File: src/rtl/mole_scheduler.sv
// Whack-a-mole round scheduler: samples rnd, raises one-hot mole, scores hit/timeout over ROUNDS.
// Latency: all outputs registered; mole rises GAP_TIME edges after round start; no backpressure (rnd_take is a sample strobe).
module mole_scheduler #(
    parameter int GAP_TIME = 25000000,
    parameter int UP_TIME  = 50000000,
    parameter int ROUNDS   = 16,
    parameter int TIMER_W  = 32
) (
    input  logic       clk,
    input  logic       rst,
    input  logic       start,
    input  logic [3:0] rnd,
    input  logic [3:0] buttons,
    output logic [3:0] mole,
    output logic       rnd_take,
    output logic [7:0] score,
    output logic [7:0] miss,
    output logic       busy,
    output logic       done
);

    typedef enum logic [1:0] {IDLE, GAP, UP, DONE} state_t;

    localparam logic [TIMER_W-1:0] GAP_LOAD   = TIMER_W'(GAP_TIME - 1);
    localparam logic [TIMER_W-1:0] UP_LOAD    = TIMER_W'(UP_TIME - 1);
    localparam logic [7:0]         LAST_ROUND = 8'(ROUNDS - 1);

    state_t             state;
    logic [7:0]         round_cnt;
    logic [TIMER_W-1:0] timer;
    logic [1:0]         last_hole;
    logic [1:0]         next_hole;
    logic [3:0]         btn_prev;
    logic [3:0]         press;
    logic               hit;
    logic               unused_rnd;

    assign unused_rnd = ^rnd[3:2];
    assign press      = buttons & ~btn_prev;
    assign hit        = press[last_hole];

    // Bump to the neighbouring hole so the same hole never comes up twice in a row.
    always_comb begin
        next_hole = rnd[1:0];
        if (rnd[1:0] == last_hole && round_cnt != 8'd0) begin
            next_hole = rnd[1:0] + 2'd1;
        end
    end

    always_ff @(posedge clk) begin
        if (rst) begin
            state     <= IDLE;
            mole      <= 4'b0000;
            rnd_take  <= 1'b0;
            score     <= 8'd0;
            miss      <= 8'd0;
            busy      <= 1'b0;
            done      <= 1'b0;
            round_cnt <= 8'd0;
            timer     <= '0;
            last_hole <= 2'd0;
            btn_prev  <= 4'b1111;
        end else begin
            btn_prev <= buttons;
            rnd_take <= 1'b0;
            case (state)
                IDLE, DONE: begin
                    if (start) begin
                        score     <= 8'd0;
                        miss      <= 8'd0;
                        round_cnt <= 8'd0;
                        timer     <= GAP_LOAD;
                        done      <= 1'b0;
                        busy      <= 1'b1;
                        state     <= GAP;
                    end
                end
                GAP: begin
                    if (timer != '0) begin
                        timer <= timer - TIMER_W'(1);
                    end else begin
                        mole      <= 4'b0001 << next_hole;
                        last_hole <= next_hole;
                        rnd_take  <= 1'b1;
                        timer     <= UP_LOAD;
                        state     <= UP;
                    end
                end
                UP: begin
                    if (hit || timer == '0) begin
                        // A hit landing on the final timeout cycle still counts as a hit.
                        if (hit) begin
                            if (score != 8'hFF) score <= score + 8'd1;
                        end else begin
                            if (miss != 8'hFF) miss <= miss + 8'd1;
                        end
                        mole <= 4'b0000;
                        if (round_cnt == LAST_ROUND) begin
                            done  <= 1'b1;
                            busy  <= 1'b0;
                            state <= DONE;
                        end else begin
                            round_cnt <= round_cnt + 8'd1;
                            timer     <= GAP_LOAD;
                            state     <= GAP;
                        end
                    end else begin
                        timer <= timer - TIMER_W'(1);
                    end
                end
                default: state <= IDLE;
            endcase
        end
    end

endmodule

File: config.mk
export PLATFORM = sky130hd
export DESIGN_NAME = mole_scheduler
export DESIGN_NICKNAME = d
export VERILOG_FILES = /design/src/rtl/mole_scheduler.sv
export SDC_FILE = /design/constraint.sdc
export NUM_CORES = 1
export LEC_CHECK = 0
export ABC_AREA = 0
export CAP_MARGIN = 40
export CORE_ASPECT_RATIO = 0.7
export CORE_MARGIN = 8
export CORE_UTILIZATION = 65
export DETAILED_ROUTE_END_ITERATION = 8
export DONT_BUFFER_PORTS = 1
export GPL_TIMING_DRIVEN = 0
export HOLD_SLACK_MARGIN = 0.02
export PLACE_DENSITY = 0.83
export SYNTH_ARGS = -nofsm -noshare
export SYNTH_HDL_FRONTEND = slang
export SYNTH_SLANG_ARGS = --single-unit
File: constraint.sdc
create_clock -name clk -period 3.26 [get_ports clk]
set_input_delay 0.815 -clock clk [delete_from_list [all_inputs] [get_ports clk]]
set_output_delay 0.815 -clock clk [all_outputs]
set_load 0.005 [all_outputs]
==> results.sh <==
export IMPL_setup_violations=0
export IMPL_cts_resized_gates=0
export IMPL_port_buffer_count=0
export IMPL_fin_crit_sh_pct=89.76
export IMPL_die_h_um=81.59
export IMPL_synth_nets=515
export IMPL_synth_cells=495
export IMPL_antenna_cells=0
export IMPL_status="finished clean"
export IMPL_postLayoutCellArea_um2=4334
export IMPL_critical_path_max_stage_delay_ns=0.69
export IMPL_synth_seq_cells=71
export IMPL_final_util_pct=71.10
export IMPL_cts_max_path_buffers=2
export IMPL_first_global_vias=3493
export IMPL_async_flop_share_pct=0
export IMPL_setup_worst_path_start="state[0]$_SDFFE_PP0P_"
export IMPL_final_common_cell="dfxtp_1"
export IMPL_stdcell_count=590
export IMPL_worst_r2r_cell_count=9
export IMPL_insertion_delay_ns=0.36
export IMPL_grt_usage_pct=24.04
export IMPL_numCtsBuffers=9
export IMPL_synth_avg_cell_area_um2=8.071
export IMPL_antenna_found_initial=0
export IMPL_rsz0062_at_grt="false"
export IMPL_drt_wirelength_per_cell_um=17.97
export IMPL_synthFlopType="dfxtp_1"
export IMPL_die_w_um=109.7
export IMPL_mostFrequentLayoutCells="dfxtp_1 (71), nor2_1 (70), nand2_1 (43)"
export IMPL_cts_hold_buf=0
export IMPL_crit_cells=9
export IMPL_clkSinkCount=71
export IMPL_hold_depth=1
export IMPL_grt_ovfl_total=0
export IMPL_grt_max_degree=13
export IMPL_path_cells="inv_1 > ha_1 > clkbuf_1 > clkinv_1 > o21ai_0 > clkbuf_1 > nand2_1 > or3_1 > a21oi_1"
export IMPL_worstHoldPathType="flop to flop"
export IMPL_cts_setup_buffers=0
export IMPL_crit_slowest_cell="o21ai_0"
export IMPL_worstSetupPathType="flop to flop"
export IMPL_cp_buffers_inverters=4
export IMPL_cp_max_fo=10
export IMPL_yosysWarningCount=0
export IMPL_slew_headroom_pct=45.71
export IMPL_crit_arrival_ns=3.21
export IMPL_vias=3902
export IMPL_cts_tree="yes"
export IMPL_drc=0
export IMPL_p_per_area_nw_per_um2=809.9
export IMPL_finalHoldViolations=0
export IMPL_drt_pre_antenna_iters=5
export IMPL_fmax_mhz=341.7
export IMPL_seq_area_frac_synth_pct=35.58
export IMPL_ys_types=63
export IMPL_dieArea_um2=8951
export IMPL_clk_pin_slew_ns=0.07
export IMPL_syn_to_final_growth_pct=8.487
export IMPL_root_buffer="clkbuf_8"
export IMPL_dp_cells=574
export IMPL_cpLargestDelayFamily="buffers and inverters"
export IMPL_drive_gt1_share_pct=10.55
export IMPL_ant_nets=0
export IMPL_htree_levels=3
export IMPL_irDropWorstVdd_mv=0.4265
export IMPL_start_kind="flop"
export IMPL_path_common_cell="clkbuf_1"
export IMPL_drtIter0Drc=382
export IMPL_start_util_pct=65.54
export IMPL_endpoint="miss[4]$_SDFFE_PP0P_"
export IMPL_rr_startpoint="state[0]$_SDFFE_PP0P_"
export IMPL_fin_crit_ns=2.926
export IMPL_gp_congestion=0.9073
export IMPL_clock_skew_ns=0.008715
export IMPL_power_leakage_uw=0.001580
export IMPL_dp_hpwl_mm=7.535
export IMPL_viasPerCell=6.614
export IMPL_fin_nets=527
export IMPL_coreArea_um2=6096
export IMPL_reg2reg_setup_slack_ns=0.33
export IMPL_setup_tns_ns=0
export IMPL_worst_pin_slew_ns=0.8069
export IMPL_reg2reg_to="miss[4]$_SDFFE_PP0P_"
export IMPL_grt_pass1_wl_mm=17.01
export IMPL_drt_total_wl_mm=10.60
export IMPL_dpl_cell_area_um2=4103
export IMPL_synth_edf_count=0
export IMPL_final_max_slew_viol_count=0
export IMPL_total_power_uw=3510
export IMPL_crit_required_ns=3.54
export IMPL_num_rows=24
export IMPL_drv_cap=0
export IMPL_endpoint_kind="flop"
export IMPL_boundaryPins=34
export IMPL_syn_area_um2=3995
==> synth_stat cells, drive strengths merged (2+ instances only) <==
master | instances | area [um2]
or3 | 10 | 62.56
o21ai | 23 | 141.4
and3 | 11 | 68.82
nor4 | 26 | 234.0
a22o | 3 | 26.28
nand2b | 7 | 46.30
nand3 | 14 | 70.07
nand4 | 10 | 83.83
and2 | 3 | 18.77
o22ai | 6 | 37.54
ha | 9 | 112.6
inv | 15 | 56.30
o31a | 2 | 26.28
o311ai | 2 | 25.03
nand2 | 43 | 161.4
a31oi | 6 | 43.79
nor2b | 3 | 18.77
mux2i | 7 | 70.07
and4 | 2 | 17.52
o31ai | 3 | 22.52
xor2 | 12 | 105.1
nor3b | 4 | 30.03
nor3 | 27 | 146.4
clkbuf | 15 | 56.30
buf | 6 | 48.79
nand4b | 4 | 35.03
nand3b | 2 | 15.01
o2bb2ai | 7 | 61.31
a211o | 2 | 17.52
a21oi | 38 | 193.9
or4 | 3 | 22.52
a211oi | 7 | 52.55
or2 | 8 | 50.05
nor2 | 70 | 262.8
dfxtp | 71 | 1421
==> cells by family after synthesis <==
kind of cell	after synthesis	synth area share, %
and+or+nand+nor	248	33.86
AOI/OAI and AO/OA	109	18.45
DFF	71	35.58
buffers and inverters	37	4.134
xor gates and xnor gates	13	2.850
adders and majority gates	9	2.819
muxes	8	2.318
==> power breakdown <==
part	total (uW)	leakage, uW	switching (uW)	internal, uW
clock	812	0.000112	341	471
sequential	1160	0.000578	158	997
combinational	1540	0.000890	1040	508
==> worst register-to-register path: stages, from the launching register on <==
cell	delay [ns]
dfxtp_1	0.34
inv_1	0.06
ha_1	0.13
clkbuf_1	0.26
clkinv_1	0.40
o21ai_0	0.69
clkbuf_1	0.40
nand2_1	0.12
or3_1	0.32
a21oi_1	0.14
==> routing by layer <==
layer | track usage, % | wire length (um)
met5 | 0 | 0
met1 | 32.38 | 4753
met3 | 8.621 | 1140
met4 | 7.248 | 171
met2 | 35.35 | 4537
==> flip-flops by register name, summed over array words and instances (netlist names) <==
signal,count
miss,8
btn_prev,4
state,2
rnd_take,1
timer,32
done,1
last_hole,2
score,8
round_cnt,8
mole,4
busy,1
==> final cells by class <==
| cell class | count | area (um2) |
|---|---|---|
| Multi-Input combinational cell | 387 | 2409 |
| Buffer | 21 | 105.1 |
| Timing Repair Buffer | 1 | 10.01 |
| Fill cell | 478 | 1762 |
| Inverter | 16 | 60.06 |
| Tap cell | 78 | 97.59 |
| Clock buffer | 11 | 151.4 |
| Clock inverter | 5 | 80.08 |
| Sequential cell | 71 | 1421 |
==> per-stage QoR <==
stage	setup WS, ns	hold slack [ns]
after global routing	0.1864	0.5030
after floorplan	0.8048	0.4337
final	0.3338	0.4715
after CTS	0.4216	0.4767
after global placement	0.3373	0.4522
after detailed placement	0.2463	0.4583
==> how the worst min path moves through the flow <==
| stage | start | to | slack (ns) |
|---|---|---|---|
| after global placement | timer[30]$_SDFFE_PP0P_ | timer[30]$_SDFFE_PP0P_ | 0.45 |
| after floorplan | timer[30]$_SDFFE_PP0P_ | timer[30]$_SDFFE_PP0P_ | 0.43 |
| after global routing | timer[30]$_SDFFE_PP0P_ | timer[30]$_SDFFE_PP0P_ | 0.50 |
| after CTS | timer[30]$_SDFFE_PP0P_ | timer[30]$_SDFFE_PP0P_ | 0.48 |
| after detailed placement | timer[30]$_SDFFE_PP0P_ | timer[30]$_SDFFE_PP0P_ | 0.46 |
| final | timer[30]$_SDFFE_PP0P_ | timer[30]$_SDFFE_PP0P_ | 0.47 |
Power figures use the tool's default switching activity.
